[src/rtl/port_io_pkg.sv]
// Shared constants and index helper for the parallel-port I/O bank.
// Bit b of port p sits at flat position p*PORT_W + b on every bank-wide bus.
package port_io_pkg;

    localparam int PORT_W             = 8;
    localparam int DEB_CYCLES_DEFAULT = 50000;

    function automatic int flat_idx(input int port, input int bit_idx);
        return port * PORT_W + bit_idx;
    endfunction

endpackage

[src/rtl/debounce_cell.sv]
// One input channel: two-flop synchroniser, debounce counter and accepted level.
// chg_pulse is high during the cycle whose closing edge accepts a new level.
module debounce_cell
    import port_io_pkg::*;
#(
    parameter int   DEB_CYCLES = DEB_CYCLES_DEFAULT,
    parameter int   CNT_W      = $clog2(DEB_CYCLES + 1),
    parameter logic IN_RST     = 1'b1
) (
    input  logic clk,
    input  logic n_reset,
    input  logic pad,
    output logic level,
    output logic chg_pulse
);

    localparam logic [CNT_W-1:0] CNT_LAST = CNT_W'(DEB_CYCLES - 1);

    logic             s1;
    logic             s2;
    logic             d;
    logic [CNT_W-1:0] cnt;
    logic             at_limit;

    assign at_limit  = (cnt == CNT_LAST);
    // Combinational so the bank's sticky flag is set on the same edge that updates d.
    assign chg_pulse = (s2 != d) && at_limit;
    assign level     = d;

    always_ff @(posedge clk or negedge n_reset) begin
        if (!n_reset) begin
            s1  <= IN_RST;
            s2  <= IN_RST;
            d   <= IN_RST;
            cnt <= '0;
        end else begin
            s1 <= pad;
            s2 <= s1;
            if (s2 == d) begin
                cnt <= '0;
            end else if (at_limit) begin
                d   <= s2;
                cnt <= '0;
            end else begin
                cnt <= cnt + CNT_W'(1);
            end
        end
    end

endmodule

[src/rtl/port_io_bank.sv]
// I/O bank between board pads and the core's parallel ports: debounced inputs with
// sticky change flags and a maskable irq, plus registered polarity-adjustable outputs.
module port_io_bank
    import port_io_pkg::*;
#(
    parameter int                         NPORTS     = 2,
    parameter int                         DEB_CYCLES = DEB_CYCLES_DEFAULT,
    parameter int                         CNT_W      = $clog2(DEB_CYCLES + 1),
    parameter logic [PORT_W*NPORTS-1:0]   IN_RST     = '1,
    parameter logic [PORT_W*NPORTS-1:0]   OUT_RST    = '1,
    parameter logic [PORT_W*NPORTS-1:0]   OUT_INV    = '0
) (
    input  logic                       clk,
    input  logic                       n_reset,
    input  logic [PORT_W*NPORTS-1:0]   pad_i,
    output logic [PORT_W*NPORTS-1:0]   port_i,
    input  logic [PORT_W*NPORTS-1:0]   port_o,
    output logic [PORT_W*NPORTS-1:0]   pad_o,
    output logic [PORT_W*NPORTS-1:0]   chg_o,
    input  logic [PORT_W*NPORTS-1:0]   chg_clr_i,
    input  logic [PORT_W*NPORTS-1:0]   chg_en_i,
    output logic                       irq_o
);

    localparam int W = PORT_W * NPORTS;

    logic [W-1:0] chg_pulse;

    for (genvar p = 0; p < NPORTS; p++) begin : g_port
        for (genvar b = 0; b < PORT_W; b++) begin : g_bit
            localparam int I = flat_idx(p, b);

            debounce_cell #(
                .DEB_CYCLES (DEB_CYCLES),
                .CNT_W      (CNT_W),
                .IN_RST     (IN_RST[I])
            ) u_cell (
                .clk       (clk),
                .n_reset   (n_reset),
                .pad       (pad_i[I]),
                .level     (port_i[I]),
                .chg_pulse (chg_pulse[I])
            );
        end
    end

    // A new acceptance overrides a clear arriving in the same cycle.
    always_ff @(posedge clk or negedge n_reset) begin
        if (!n_reset) begin
            chg_o <= '0;
            irq_o <= 1'b0;
        end else begin
            chg_o <= (chg_o & ~chg_clr_i) | chg_pulse;
            irq_o <= |(chg_o & chg_en_i);
        end
    end

    always_ff @(posedge clk or negedge n_reset) begin
        if (!n_reset) begin
            pad_o <= OUT_RST;
        end else begin
            pad_o <= port_o ^ OUT_INV;
        end
    end

endmodule

[config.mk]
export PLATFORM = sky130hd
export DESIGN_NAME = port_io_bank
export DESIGN_NICKNAME = d
export VERILOG_FILES = /design/src/rtl/port_io_pkg.sv /design/src/rtl/debounce_cell.sv /design/src/rtl/port_io_bank.sv
export SDC_FILE = /design/constraint.sdc
export NUM_CORES = 1
export LEC_CHECK = 0
export ABC_AREA = 1
export BUFFER_PORTS_ARGS = -buffer_cell sky130_fd_sc_hd__buf_2
export CAP_MARGIN = 10
export CORE_MARGIN = 4
export CORE_UTILIZATION = 25
export CTS_BUF_LIST = sky130_fd_sc_hd__clkbuf_4 sky130_fd_sc_hd__clkbuf_8
export DETAILED_ROUTE_END_ITERATION = 10
export GPL_ROUTABILITY_DRIVEN = 0
export PLACE_DENSITY = 0.37
export RECOVER_POWER = 50
export SLEW_MARGIN = 10
export SYNTH_ARGS = -nofsm -noshare
export SYNTH_HDL_FRONTEND = slang
export SYNTH_SLANG_ARGS = --single-unit
[constraint.sdc]
create_clock -name clk -period 3.85 [get_ports clk]
set_input_delay 0.1925 -clock clk [delete_from_list [all_inputs] [get_ports clk]]
set_output_delay 0.1925 -clock clk [all_outputs]
set_load 0.02 [all_outputs]
==> results by group, run 1 <==
GRT
  • First-pass GRT wire length: 74.5 mm
  • GRT Residual Overflow: 0
  • Initial antenna violation count: 1
  • Via count of the first global-routing pass: 14319
  • Largest net degree at the start of global routing: 113
  • GRT Util Overall: 0.123

Synth
  • Largest family of logic cells by synthesized area: simple AND/OR/NAND/NOR gates
  • Synth Register Bits: 337
  • FFs w/ async S/R, synth: 1.00
  • Mux cell area share after synthesis: 0
  • Area leader, netlist: dfrtp_1
  • Synth Area in Adders: 0.0117
  • Compound-gate portion of the synthesized area: 0.0353
  • XOR/XNOR Fraction of Synth Area: 0.0672
  • Mapped Area: 17100 sq um
  • Syn_area_per_cell: 7.86 sq um
  • Number of enable flip-flop cells after synthesis: 0
  • Cell types occupying the most area after synthesis: dfrtp_1 (40%), nor2_1 (13%), nand2_1 (10%)
  • Main synth FF type: dfrtp_1
  • Warnings, synthesis: 0
  • Yosys top cell area share: 0.399
  • Count of cell types in the netlist: 30
  • Sequential area share after synthesis: 0.497
  • Mapped Nets: 2260
  • Syn Inst Count: 2178
  • Simple-Gate Fraction of Synth Area: 0.329

Clock network
  • Clk Latency, worst-skew pair: 0.64 ns
  • CTS tree: done
  • CTS max path bufs: 3
  • Clock Sinks: 337
  • CTS root buf: clkbuf_8
  • Clock slew seen by the registers of the worst setup and hold paths: 0.06 ns
  • H-Tree Depth: 3
  • Inserted Clock Buffers: 72

Finish
  • Post-route cell area: 20800 sq um
  • Final Util: 0.309
  • Share of cells above drive strength 1: 0.139
  • Most common cell after layout, fill and taps aside: nor2_1
  • Synth-to-layout area growth: 21.7%
  • Final nets: 2490
  • Most frequent cells in the layout: nor2_1 (574), nand2_1 (466), dfrtp_1 (273), inv_1 (238), nand3_1 (204)
  • Multi-input gate area in the final layout: 7580 sq um
  • Storage element area: 8510 sq um
  • Filler instances: 7242

Worst setup path
  • Max incr delay on CP: 0.57 ns
  • WP data required: 4.35 ns
  • Crit end category: flip-flop
  • Slowest stage cell, crit path: dlygate4sd3_1
  • RR Startpoint: chg_o[13]
  • Critical-path cell list: nand2_1 -> nand4_1 -> dlygate4sd3_1 -> nor2_1 -> dlygate4sd3_1 -> nand2_1 -> dlygate4sd3_1
  • Cell family with most CP delay: buffers and inverters
  • Crit path top cell by count: dlygate4sd3_1
  • Flop-to-flop setup slack: 1.22 ns
  • WP buf/inv: 3
  • CP Data Arrival Time: 3.14 ns
  • Crit Path Max Fanout: 3
  • CP Launch Type: flip-flop
  • Critical path origin: chg_o[13]
  • Kind of critical path: reg2reg

Die
  • Core Region: 67500 sq um
  • Starting Density: 0.254
  • Die area: 72800 sq um
  • Die width: 270 microns
  • IO Pins: 115
  • Overall die height: 270 microns
  • Std-Cell Rows: 95

STA
  • Crit share post-route: 0.684
  • RSZ-0062 raised after global routing: no
  • Clk_skew: 0.0307 ns
  • Final setup violation count: 0
  • Fin. max-slew vios: 186
  • Final hold viol count: 0
  • Tmin final: 2.63 ns
  • FMAX: 380 MHz
  • Least-Margin Pin Slew: 1.61 ns
  • Rel. slew slack: -0.0760
  • Setup TNS Final: 0 ns

Placement
  • Placement Cell Area: 18800 sq um
  • Post-DP HPWL: 31.6 mm
  • Port buffer count: 114

Power and ir drop
  • Power density over the cells: 399 nW/um^2
  • Total power: 8.32 mW
  • Pleak: 9.72 nW
  • Worst vdd ir: 0.000286 V

Route
  • Routed Antenna Nets: 0
  • Top Layer Used: met4
  • DRC Markers: 0
  • Met2 wire len: 19.9 mm
  • Routed WL per cell: 13.2 microns
  • Routed vias: 14259
  • DR pass1 iterations: 5
  • Final wirelength: 44.0 mm
  • Vias per cell: 4.27
  • DR WL met3: 1.72 mm
  • Routed length on met1: 21.4 mm
  • Initial DRC Count: 775

Run
  • Max-cap violation count: 3

Hold path
  • Hold Startpoint: port_o[5]
  • HP Class: in2reg

Outcome
  • Violated checks: max-capacitance violations, max-slew violations
  • Status: finished with violations
[routing by layer]
| metal | global-route usage | up-vias |
|---|---|---|
| met2 | 0.195 | 208 |
| li1 | - | 7352 |
| met5 | 0 | - |
| met3 | 0.0288 | 61 |
| met4 | 0.0355 | 0 |
| met1 | 0.167 | 6638 |
[final cells by class]
type | count | area share
antenna | 1 | 0.000120
clock buffer | 119 | 0.0699
tap | 873 | 0.0524
inverter | 240 | 0.0432
clock inverter | 15 | 0.00834
sequential | 337 | 0.408
multi-input combinational | 1585 | 0.364
timing repair buffer | 172 | 0.0540
[final timing paths]
kind	end	depth (start not counted)
max reg2reg	irq_o	7
min reg2reg	g_port[1].g_bit[4].u_cell.s2	0
min in group asynchronous	g_port[1].g_bit[6].u_cell.cnt[15]	2
min	pad_o[5]	2
max	irq_o	7
max in group asynchronous	g_port[0].g_bit[0].u_cell.cnt[13]	3
[worst register-to-register path: stages, from the launching register on]
cell and delay, ns:
dfrtp_1 0.42, nand2_1 0.21, nand4_1 0.10, dlygate4sd3_1 0.57, nor2_1 0.09, dlygate4sd3_1 0.54
nand2_1 0.05, dlygate4sd3_1 0.54
[cells by family (layout without fill, tap and decap cells)]
family | Yosys count | after routing
AOI/OAI and AO/OA | 99 | 99
xor gates and xnor gates | 128 | 128
other | 0 | 1
buffers and inverters | 256 | 546
adders and majority gates | 16 | 16
and+or+nand+nor | 1342 | 1342
DFF | 337 | 337
[power breakdown]
group	switching, mW	internal [mW]
Clock	1.70	2.60
Combinational	0.205	0.118
Sequential	0.0545	3.63
[timing repair]
| action | 4_1_cts | 5_1_grt |
|---|---|---|
| endpoints found under the hold margin | 128 | 0 |
| hold buffers | 53 | 0 |
| setup buffers | 0 | 0 |
| resized for setup | 0 | 0 |
[state kept, by name, indices dropped and copies added (netlist names)]
register                   cells
pad_o                         16
g_port.g_bit.u_cell.cnt      256
chg_o                         16
g_port.g_bit.u_cell.s2        16
g_port.g_bit.u_cell.level     16
g_port.g_bit.u_cell.s1        16
irq_o                          1
[cell usage after synthesis (all sizes together) (7+ instances only)]
cell	number
xor2	87
nand2	478
nor3	22
nand4	47
o21bai	20
xnor2	41
dfrtp	273
o22ai	16
a21oi	30
ha	16
nand3	212
a31oi	21
nor2	578
inv	240
o21ai	7
buf	16
dfstp	64
[through the flow]
step           setup WS, ns  std cells  hold slack, ns
2_1_floorplan          2.57       2178          -0.103
3_3_place_gp           2.26       3154           0.297
3_5_place_dp           2.27       3154           0.299
4_1_cts                1.17       3341           0.108
5_1_grt               0.921       3342           0.134
6_report               1.22       3342           0.201
Note: power is estimated with default switching activity, not from simulation.
==> run 2: changes to the inputs <==
Settings changed: PLACE_DENSITY 0.37 to 0.38.
Clock period 3.85 ns to 2.29 ns, I/O delays scaled along.
==> results by group, run 2 (synthesized netlist as in run 1, its figures left out) <==
Clock network
  • CTS root buf: clkbuf_8
  • Post-CTS Setup Inserts: 0
  • Inserted Clock Buffers: 70
  • Clock Sinks: 337
  • CTS tree: done
  • H-Tree Depth: 3
  • CTS max path bufs: 3
  • Post-CTS sizing: 0
  • Clock slew seen by the registers of the worst setup and hold paths: 0.06 ns
  • Clk Latency, worst-skew pair: 0.62 ns

Route
  • Final wirelength: 43.4 mm
  • Routed vias: 14295
  • Routed WL per cell: 13.0 microns
  • DRC Markers: 0
  • Routed Antenna Nets: 0
  • Vias per cell: 4.27
  • DR pass1 iterations: 5
  • Initial DRC Count: 761

Placement
  • Placement Cell Area: 18800 sq um
  • Setup slack at placement: 0.734 ns
  • Port buffer count: 114
  • DP Cell Count: 3160
  • Post-DP HPWL: 31.6 mm

Worst setup path
  • WP data required: 2.80 ns
  • Max incr delay on CP: 0.56 ns
  • Kind of critical path: reg2reg
  • R2r worst-path depth: 6
  • Critical-path cell list: nand2_1 -> nand4_1 -> dlygate4sd3_1 -> nor2_1 -> dlygate4sd3_1 -> nand2_1
  • Slowest stage cell, crit path: dlygate4sd3_1
  • CP Launch Type: flip-flop
  • Crit Path Max Fanout: 3
  • Crit end category: flip-flop
  • CP Data Arrival Time: 2.67 ns

STA
  • Setup TNS Final: 0 ns
  • RSZ-0062 raised after global routing: no
  • Final setup violation count: 0
  • Least-Margin Pin Slew: 0.939 ns
  • FMAX: 464 MHz
  • Clk_skew: 0.0238 ns
  • Tmin final: 2.15 ns
  • Final hold viol count: 0
  • Rel. slew slack: 0.374
  • Fin. max-slew vios: 0
  • Final worst slack: 0.135 ns
  • Crit share post-route: 0.941

Power and ir drop
  • Total power: 13.5 mW
  • Pleak: 9.70 nW
  • Part of the power in the clock network: 0.501
  • Sequential share of power: 0.458
  • Switching pwr: 3.19 mW
  • Power density over the cells: 651 nW/um^2
  • Sw frac: 0.236
  • Comb pwr share: 0.041
  • Cell Int Power: 10.3 mW
  • Worst vdd ir: 0.000345 V

GRT
  • GRT Residual Overflow: 0
  • Initial antenna violation count: 1
  • Largest net degree at the start of global routing: 57
  • Busiest grt layer: met2
  • Grt met1 use: 0.160
  • Met3 Resource Use GR: 0.0276
  • GRT Util Overall: 0.123
  • M2 GR Usage: 0.203
  • First-pass GRT wire length: 75.0 mm
  • Via count of the first global-routing pass: 14719

Finish
  • Final nets: 2498
  • Storage element area: 8510 sq um
  • Post-route insts no fill: 3347
  • Most frequent cells in the layout: nor2_1 (574), nand2_1 (466), dfrtp_1 (273), inv_1 (240), nand3_1 (206)
  • Top reg by flops: g_port.g_bit.u_cell.cnt
  • Max reg flops: 256
  • Synth-to-layout area growth: 21.4%
  • Share of cells above drive strength 1: 0.132
  • Filler instances: 7227
  • Most common cell after layout, fill and taps aside: nor2_1
  • Multi-input gate area in the final layout: 7540 sq um
  • Post-route cell area: 20800 sq um

Die
  • Die area: 72800 sq um
  • IO Pins: 115
  • Die width: 270 microns
  • Starting Density: 0.254
  • Overall die height: 270 microns
  • Core Region: 67500 sq um
  • Std-Cell Rows: 95

Run
  • Max-cap violation count: 0

Hold path
  • HP Class: in2reg
  • Hold depth: 2

Outcome
  • Status: finished, final reports clean
run 2: changes by cell type in the layout (fill, tap and decap cells not counted), sizes merged, moves of 2 or more:
cell | previous run | this run
bufinv | 3 | 0
buf | 109 | 103
inv | 243 | 241
clkinvlp | 4 | 2
clkbuf | 129 | 142
dlygate4sd3 | 53 | 57
run 2: critical path: cells and delay by family (launching register included):
family / cells / cell delay, ns
buf+inv: 2 / 1.11
simple gates: 4 / 0.47
flops: 1 / 0.46
run 2: timing repair:
item / 4_1_cts / 5_1_grt
hold endpoints to repair: 334 / 0
hold buffers: 58 / 0
endpoints found under the setup margin: 0 / 13
run 2: worst paths after layout:
kind / from / to / slack (ns)
max: chg_o[15] / irq_o / 0.14
min: port_o[5] / pad_o[5] / 0.13
max reg2reg: chg_o[15] / irq_o / 0.14
min reg2reg: g_port[1].g_bit[7].u_cell.s1 / g_port[1].g_bit[7].u_cell.s2 / 0.35
max in group asynchronous: n_reset / g_port[1].g_bit[0].u_cell.s2 / 0.46
min in group asynchronous: n_reset / g_port[1].g_bit[6].u_cell.cnt[8] / 0.73
run 2: layer usage:
layer	part of all wire	routed length [microns]	up-vias
met5	0	0	-
met4	0.026	1110	0
met3	0.037	1590	79
met2	0.46	20100	201
met1	0.48	20700	6654
li1	-	-	7361
run 2: cell type report:
| class | instances | area share |
|---|---|---|
| repair buffers | 182 | 0.0583 |
| well taps | 873 | 0.0525 |
| flip-flops and latches | 337 | 0.410 |
| clock buffers | 120 | 0.0707 |
| diodes | 1 | 0.000120 |
| clock inverters | 9 | 0.00259 |
| inverters | 240 | 0.0433 |
| multi-input cells | 1585 | 0.363 |
run 2: metrics by stage:
step / utilization / hold slack, ns
6_report: 0.308 / 0.130
5_1_grt: 0.308 / 0.0699
4_1_cts: 0.310 / 0.0388
3_5_place_dp: 0.278 / 0.106
3_3_place_gp: 0.278 / 0.0996
2_1_floorplan: - / -0.181
run 2: power groups by stage:
| stage | clock (mW) | sequential (mW) | combinational [mW] |
|---|---|---|---|
| 6_report | 6.78 | 6.20 | 0.556 |
| 3_5_place_dp | 0 | 6.30 | 0.522 |
| 5_1_grt | 7.45 | 6.21 | 0.655 |
| 3_3_place_gp | 0 | 6.29 | 0.519 |
| 2_1_floorplan | 0 | 6.30 | 0.207 |
| 4_1_cts | 7.20 | 6.20 | 0.601 |
